<file path="config.mk">
export PLATFORM = sky130hd
export DESIGN_NAME = button_debounce_flat
export DESIGN_NICKNAME = d
export VERILOG_FILES = /design/src/rtl/button_debounce_pkg.sv /design/src/rtl/button_debounce_if.sv /design/src/rtl/button_debounce_sync_2ff.sv /design/src/rtl/button_debounce.sv /design/src/flat_wrapper.sv
export SDC_FILE = /design/constraint.sdc
export NUM_CORES = 1
export LEC_CHECK = 0
export CORE_MARGIN = 10
export CORE_UTILIZATION = 29
export DETAILED_ROUTE_END_ITERATION = 7
export SYNTH_ARGS = -nofsm -noshare
export SYNTH_HDL_FRONTEND = slang
export SYNTH_SLANG_ARGS = --single-unit
export TNS_END_PERCENT = 30
</file>
<file path="constraint.sdc">
create_clock -name clk -period 3.3 [get_ports clk]
set_clock_uncertainty 0.15 [all_clocks]
set_input_delay 0.33 -clock clk [delete_from_list [all_inputs] [get_ports clk]]
set_output_delay 0.33 -clock clk [all_outputs]
set_load 0.02 [all_outputs]
</file>
<file path="src/rtl/button_debounce_pkg.sv">
// Shared types and constants for the push-button debouncer: FSM encoding,
// default timing constants and the debug snapshot exported by the top.
package button_debounce_pkg;

  localparam int CNT_W = 32;

  // 10 ms and 2 s at a 100 MHz system clock.
  localparam int unsigned DEFAULT_DEBOUNCE_CNT = 32'd1000000;
  localparam int unsigned DEFAULT_LONG_CNT     = 32'd200000000;

  typedef enum logic [1:0] {
    IDLE         = 2'd0,
    PRESS_WAIT   = 2'd1,
    HELD         = 2'd2,
    RELEASE_WAIT = 2'd3
  } db_state_e;

  typedef struct packed {
    db_state_e          state;
    logic [CNT_W-1:0]   db_cnt;
    logic [CNT_W-1:0]   long_cnt;
    logic               long_fired;
  } db_debug_t;

endpackage

</file>
<file path="src/rtl/button_debounce_if.sv">
// Button-side signal bundle: raw button in, debounced level and event pulses out.
// Event pulses are single-cycle strobes with no back-pressure; there is no ready.
interface button_debounce_if;
  logic button;
  logic btn_level;
  logic btn_press;
  logic btn_release;
  logic btn_long;

  modport master (
    output button,
    input  btn_level,
    input  btn_press,
    input  btn_release,
    input  btn_long
  );

  modport slave (
    input  button,
    output btn_level,
    output btn_press,
    output btn_release,
    output btn_long
  );
endinterface

</file>
<file path="src/rtl/button_debounce_sync_2ff.sv">
// Two-flop synchronizer bringing the asynchronous button into the clk domain.
module sync_2ff (
  input  logic clk,
  input  logic rst,
  input  logic d,
  output logic q
);

  logic s1_q, s1_d;
  logic s2_q, s2_d;

  always_comb begin
    s1_d = d;
    s2_d = s1_q;
  end

  always_ff @(posedge clk) begin
    if (!rst) begin
      s1_q <= 1'b0;
      s2_q <= 1'b0;
    end else begin
      s1_q <= s1_d;
      s2_q <= s2_d;
    end
  end

  assign q = s2_q;

endmodule

</file>
<file path="src/rtl/button_debounce.sv">
// Push-button debouncer: accepts a level change only after DEBOUNCE_CNT stable
// synchronized samples, and reports press / release / long-press as pulses.
module button_debounce
  import button_debounce_pkg::*;
#(
  parameter int unsigned DEBOUNCE_CNT = DEFAULT_DEBOUNCE_CNT,
  parameter int unsigned LONG_CNT     = DEFAULT_LONG_CNT
) (
  input  logic              clk,
  input  logic              rst,
  button_debounce_if.slave  bif,
  output db_debug_t         dbg
);

  localparam logic [CNT_W-1:0] DB_LAST   = CNT_W'(DEBOUNCE_CNT - 32'd1);
  localparam logic [CNT_W-1:0] LONG_LAST = CNT_W'(LONG_CNT - 32'd1);

  logic sync;

  sync_2ff u_sync (
    .clk (clk),
    .rst (rst),
    .d   (bif.button),
    .q   (sync)
  );

  db_state_e        state_q, state_d;
  logic [CNT_W-1:0] db_cnt_q, db_cnt_d;
  logic [CNT_W-1:0] long_cnt_q, long_cnt_d;
  logic             long_fired_q, long_fired_d;
  logic             level_q, level_d;
  logic             press_q, press_d;
  logic             release_q, release_d;
  logic             long_q, long_d;

  always_comb begin
    state_d      = state_q;
    db_cnt_d     = db_cnt_q;
    long_cnt_d   = long_cnt_q;
    long_fired_d = long_fired_q;
    level_d      = level_q;
    press_d      = 1'b0;
    release_d    = 1'b0;
    long_d       = 1'b0;

    case (state_q)
      IDLE: begin
        if (sync) begin
          state_d  = PRESS_WAIT;
          db_cnt_d = '0;
        end
      end
      PRESS_WAIT: begin
        if (!sync) begin
          state_d = IDLE;
        end else if (db_cnt_q == DB_LAST) begin
          state_d    = HELD;
          press_d    = 1'b1;
          level_d    = 1'b1;
          long_cnt_d = '0;
        end else begin
          db_cnt_d = db_cnt_q + 32'd1;
        end
      end
      HELD: begin
        if (!sync) begin
          state_d  = RELEASE_WAIT;
          db_cnt_d = '0;
        end else if (long_cnt_q == LONG_LAST) begin
          // Counter parks at its last value; the flag limits the event to once per press.
          if (!long_fired_q) begin
            long_d       = 1'b1;
            long_fired_d = 1'b1;
          end
        end else begin
          long_cnt_d = long_cnt_q + 32'd1;
        end
      end
      RELEASE_WAIT: begin
        // A bounce back high resumes the hold without restarting the long-press timer.
        if (sync) begin
          state_d = HELD;
        end else if (db_cnt_q == DB_LAST) begin
          state_d      = IDLE;
          release_d    = 1'b1;
          level_d      = 1'b0;
          long_fired_d = 1'b0;
        end else begin
          db_cnt_d = db_cnt_q + 32'd1;
        end
      end
      default: state_d = IDLE;
    endcase
  end

  always_ff @(posedge clk) begin
    if (!rst) begin
      state_q      <= IDLE;
      db_cnt_q     <= '0;
      long_cnt_q   <= '0;
      long_fired_q <= 1'b0;
      level_q      <= 1'b0;
      press_q      <= 1'b0;
      release_q    <= 1'b0;
      long_q       <= 1'b0;
    end else begin
      state_q      <= state_d;
      db_cnt_q     <= db_cnt_d;
      long_cnt_q   <= long_cnt_d;
      long_fired_q <= long_fired_d;
      level_q      <= level_d;
      press_q      <= press_d;
      release_q    <= release_d;
      long_q       <= long_d;
    end
  end

  assign bif.btn_level   = level_q;
  assign bif.btn_press   = press_q;
  assign bif.btn_release = release_q;
  assign bif.btn_long    = long_q;

  assign dbg.state      = state_q;
  assign dbg.db_cnt     = db_cnt_q;
  assign dbg.long_cnt   = long_cnt_q;
  assign dbg.long_fired = long_fired_q;

endmodule

</file>
<file path="src/flat_wrapper.sv">
// flat-port wrapper written by rule: the top's interface ports become plain ports
module button_debounce_flat import button_debounce_pkg::*;
#(
  parameter int unsigned DEBOUNCE_CNT = DEFAULT_DEBOUNCE_CNT,
  parameter int unsigned LONG_CNT     = DEFAULT_LONG_CNT
)
  (clk, rst, dbg, bif_button, bif_btn_level, bif_btn_press, bif_btn_release, bif_btn_long);
  button_debounce_if bif_i ();
  input  logic clk;
  input  logic rst;
  output db_debug_t dbg;
  input wire logic [$bits(bif_i.button)-1:0] bif_button;
  output wire logic [$bits(bif_i.btn_level)-1:0] bif_btn_level;
  output wire logic [$bits(bif_i.btn_press)-1:0] bif_btn_press;
  output wire logic [$bits(bif_i.btn_release)-1:0] bif_btn_release;
  output wire logic [$bits(bif_i.btn_long)-1:0] bif_btn_long;
  assign bif_i.button = bif_button;
  assign bif_btn_level = bif_i.btn_level;
  assign bif_btn_press = bif_i.btn_press;
  assign bif_btn_release = bif_i.btn_release;
  assign bif_btn_long = bif_i.btn_long;
  button_debounce #(.DEBOUNCE_CNT(DEBOUNCE_CNT), .LONG_CNT(LONG_CNT)) u_core (.clk(clk), .rst(rst), .bif(bif_i), .dbg(dbg));
endmodule
</file>
# Word level (Yosys, flattened, before mapping)
# Index checks and enable logic that the tools add are counted.
# word_totals
register_bits,73
latch_bits,0
ramBits,0
rom_bits,0
in_bits,3
output_inout_bits,71
elab_cells,70
n_memories,0
# classes
add_sub_neg,2
n_mul,0
div,0
n_lt_le_gt_ge,0
eq_ne,16
shifts,0
mux,28
bitwise,2
reduce_logical,12
# ops
op,n
$mux 32,9
$pmux 32 s4,1
$add 32x1->32 const B,2
$pmux 32 s2,1
$eq 32x20->1 const B,1
$eq 32x28->1 const B,1
$reduce_and 5->1,3
$mux 2,6
$ne 2x2->1 const B,6
$reduce_and 4->1,3
$mux 1,8
$pmux 2 s4,1
$ne 2x1->1 const B,3
$ne 3x2->1 const B,2
$reduce_bool 2->1,3
$eq 2x2->1 const B,2
$pmux 1 s2,2
$reduce_and 3->1,1
$reduce_or 3->1,1
$eq 2x1->1 const B,1
$logic_not 2->1,1
$not 1->1,2

# Depth between registers and ports, before layout
# depth
word_depth,4
ltp_mapped,8
mapped_depth_nobuf,6

# By module
# From an unflattened synthesis, not the netlist that was laid out.
# unflattened
hier_cells,455
hier_area_um2,3668.5
# modules_own_cells
mod,instances,cells_per_inst,area_each_um2,seq_area_each_um2
button_debounce,1,451,3616.0,1421.4
sync_2ff,1,4,52.6,40.0

# Worst setup path before layout
# Ideal clock, no wire load.
# synth_timing
path_kind,flip-flop to flip-flop
from,register u_core.long_cnt_q[0]
to,register u_core.long_cnt_q[12]
setup_time_ps,122
arrival_ps,2146
required_time_ps,3028
slack_ps,882
stages_incl_launch_ff,7
path_buffers,1
period_less_slack_ps,2418
cell_sequence,dfxtp_1 -> ha_1 -> nand3_1 -> or3_1 -> o31a_1 -> buf_2 -> a221o_1
# synth_via
elab_chain_cells,4
word_cells_on_any_way,7
cone_classes,1 x add/sub; 2 x eq/ne; 3 x mux; 1 x reduce/logical
# synth_rtl
element,line,rtl
from (decl),button_debounce.sv:29,"logic [CNT_W-1:0] long_cnt_q, long_cnt_d;"
from (signal assigned),button_debounce.sv:109,long_cnt_q <= long_cnt_d;
$add 32x1->32,button_debounce.sv:76,long_cnt_d = long_cnt_q + 32'd1;
$mux 32,button_debounce.sv:69,end else if (long_cnt_q == LONG_LAST) begin
$mux 32,button_debounce.sv:66,if (!sync) begin
$pmux 32 s2,button_debounce.sv:46,case (state_q)
# Several ways; a longest one is shown, not always the timed one. The select of a mux whose other input is x is not followed.
# A chain may end at the register's enable or synchronous reset.

# Worst setup path after layout
# layout_timing
from,register u_core.long_cnt_q[0]
to,register u_core.long_cnt_q[28]
# The elaborated chain is that of the path after synthesis.

==> results.md <==
Synthesis:
- The post-synth design cell area is 4210 sq um.
- In the synthesized netlist the dominant register cell turns out to be dfxtp_1.
- The number of warnings printed during yosys synthesis is 0.
- The share of the Yosys chip area taken by registers is 34.7%.
- The instance count of the mapped netlist is 524.
- The count of unique library cells instantiated by Yosys is 70.
- The average instance area after synthesis is 8.04 sq um.
- Counting flops with an async set or reset pin after synthesis yields a share of 0%.
- The synthesized design contains 73 register bits.
- Synthesis produced a netlist with a net count of 529.
- Yosys mapped a number of flops with a built-in enable equal to 0.

Critical path:
- The worst setup path is captured at a register.
- The startpoint type of the worst setup path is a register.
- The critical path arrival is 2.75 ns.
- On the worst path, the slowest cell contributes a delay of 0.71 ns.
- The critical setup path kind is register to register.
- The startpoint identified for the worst register-to-register timing path is u_core.long_cnt_q[0].
- The buffer and inverter count on the worst path is 0.
- For this design, the slowest cell found on the critical path is o31ai_2.
- The signal on the critical path passes through ha_1 > nand3_1 > or3_1 > o31ai_2 > o21ai_1 > a21boi_1.
- The required time of the worst setup path is 3.36 ns.
- The first element of the critical path is u_core.long_cnt_q[0].
- The critical path's top delay family is compound AO/OA/AOI/OAI gates.
- Along the worst path, the maximum fanout reaches 8.

Floorplan:
- 74 I/O pins were placed.
- The initial standard-cell utilization of the core is 30.0%.
- The area inside the core boundary is 14,000 sq um.
- The chip width is 141 um.
- The die span in y is 141 um.
- The total die area is 19,700 sq um.
- The floorplan has 43 rows.

Global routing:
- For this run, global-route usage on met2 was measured as 22.3%.
- Global routing consumed, on the met3 layer, 2.54% of the routing resources.
- The first global-routing pass estimated 22.4 mm of wire.
- Global routing consumed, over all layers together, 13.6% of the routing resources.
- met2 is the most crowded layer.
- The met1 routing resource usage after global routing is 16.9%.
- The number of global-route vias before repair is 4,185.
- The overflow left after global routing is 0.
- The initial antenna violation count was 0.
- Entering global routing, the biggest net connects 47 pins.

CTS:
- The total CTS buffers is 9.
- After clock tree synthesis, the clock-pin slew on the worst setup and hold paths is 0.06 ns.
- The clock tree from TritonCTS is built.
- The number of clock sinks is 73.
- The clock latency on the worst-skew pair is 0.33 ns.
- The clock passes through at most 2 buffers.
- The CTS H-tree depth is 3.
- The total of cells resized after clock tree synthesis is 0.
- Post-CTS timing repair inserted 0 buffers for setup.
- Buffers inserted to repair hold after CTS numbered 0.
- The clock root buffer master is clkbuf_16.

Place:
- Detailed placement ended at an HPWL of 9.79 mm.
- During placement, the flow inserted port buffers numbering 73.
- The cell area after placement is 5080 sq um.
- The weighted congestion at the end of routability-driven global placement is 0.839.

STA:
- The total count of max-transition violations in the final report was 0.
- The number of hold violations in the final report came to 0.
- The worst slew margin relative to its limit is 31.2%.
- Setup repair after global routing left no endpoint under its margin.
- Derived from the worst setup path, the maximum achievable clock frequency is 372 MHz.
- The number of failing setup endpoints in the final timing report is 0.
- The total negative slack for setup checks is 0 ns.
- The actual slew at the worst max-slew pin is 1.03 ns.
- The routed design could run at a clock period as short as 2.69 ns.
- Of the available clock period, the critical path in the final layout requires 81.5%.

Hold path:
- The source of the worst hold timing path is u_core.u_sync.s1_q.
- The path class of the lowest-slack min-delay path is register to register.

Route:
- The routed length per placed instance is 18.3 um.
- Summing over every cut layer, the via total after detailed routing is 4,467.
- After detailed routing, the number of vias per cell comes to 5.83.
- The initial detailed-routing violation count is 443.
- The post-route antenna net violation count is 0.
- The wire length after detailed routing is 14.0 mm.
- In the routed design, unresolved DRC markers number 0.
- Before antenna repair, the detailed router went through 5 iterations.

Final layout:
- The sequential cells in the finished layout cover a total of 1460 sq um.
- The final-stage net count is 588.
- With fillers left out, the area of the finished cells amounts to 5360 sq um.
- From synthesis to final layout, the design area changed by 27.1%.
- In the final layout, the share of cells above drive strength 1 is 7.34%.
- The filler cell count is 1,393.
- The multi-input gate area in the final layout is 2540 sq um.
- 0 antenna diodes ended up in the layout.

Pwr:
- The worst ir drop on vdd is 226 uV.
- In this run the static leakage power is 1.66 nW.
- The power density normalized to cell area is 351 nW/um^2.

Job:
- The count of maximum capacitance violations is 0.

Run status:
- The run finished with clean final reports.
-- where the power goes --
group	leakage [nW]	internal [mW]	switching, mW	total, mW
Clock	0.133	0.539	0.373	0.912
Sequential	0.588	0.887	0.00737	0.894
Combinational	0.937	0.0238	0.0498	0.0735
Total	1.66	1.45	0.430	1.88
-- registers in the layout (all words and copies together), names as in the netlist, named ones only --
signal and cells:
u_core.bif.btn_level 1, u_core.bif.btn_long 1, u_core.bif.btn_press 1, u_core.bif.btn_release 1
u_core.db_cnt_q 32, u_core.long_cnt_q 32, u_core.long_fired_q 1, u_core.state_q 1
u_core.u_sync.q 1, u_core.u_sync.s1_q 1
-- worst reg2reg max path: stages (launching register included) --
cell,delay (ns)
dfxtp_1,0.42
ha_1,0.22
nand3_1,0.26
or3_1,0.50
o31ai_2,0.71
o21ai_1,0.14
a21boi_1,0.15
-- placed cells by master, fill, tap and decap left out, types with 14 or more instances in the layout --
cell and instances:
inv_1 15, nand3_1 42, dfxtp_1 73, a31oi_1 21
nor2_1 30, and3_1 15, nand4_1 20, a21oi_1 33
nand2_1 44, clkdlybuf4s50_1 73, o21ai_0 14
-- area by class of cell --
cell class                 count  area share [%]
multi-input combinational    402            47.5
inverter                      15            1.05
sequential                    73            27.3
tap                          180            4.21
clock buffer                  11            4.72
clock inverter                 3           0.327
timing repair buffer          82            14.9
-- metrics by stage --
step	hold WS [ns]	power, mW	std cells	setup slack, ns	util, %
after floorplan	0.262	0.960	524	0.882	-
after global placement	0.276	0.984	752	0.714	36.2
after detailed placement	0.292	0.986	752	0.693	36.2
after CTS	0.313	1.90	766	0.664	38.1
after global routing	0.321	1.92	766	0.477	38.1
final	0.318	1.88	766	0.612	38.1
-- per-layer routing --
layer,up-vias,wire (um)
met2,161,6650
met3,22,801
met4,0,250
met1,2137,6270
met5,-,0
li1,2147,-
-- cell families after synthesis --
kind of cell,Yosys count,share of synthesized area (%)
compound gates,151,24.8
mux,9,2.26
buf+inv,49,4.93
simple gates,238,32.3
xor+xnor,2,0.416
flops,73,34.7
fa+ha+maj,2,0.594
-- Yosys cell counts, types with 4 or more instances --
master	n	area (sq um)
inv_1	15	56.3
o21ai_1	11	55.1
o21a_1	7	52.6
a22oi_1	6	45.0
or3_1	7	43.8
mux2_2	4	45.0
nand4_1	20	125
a21oi_1	33	165
and2_1	10	62.6
o21ai_0	14	70.1
nor2_1	30	113
nor3_1	13	65.1
nand3_1	42	210
or4_1	10	75.1
mux2i_1	5	50.1
and3_1	15	93.8
o211ai_1	5	37.5
a41oi_1	8	70.1
nand2b_1	6	37.5
a31oi_1	21	131
clkbuf_1	19	71.3
and4_1	6	52.6
o41ai_1	6	52.6
nor4_1	13	81.3
buf_2	10	50.1
nand2_1	44	165
dfxtp_1	73	1460
-- worst paths after layout --
kind | end | slack, ns | cells after the start
max | u_core.long_cnt_q[28] | 0.61 | 6
min | u_core.u_sync.q | 0.32 | 1
max reg2reg | u_core.long_cnt_q[28] | 0.61 | 6
min reg2reg | u_core.u_sync.q | 0.32 | 1
(Power assumes the default switching activity.)
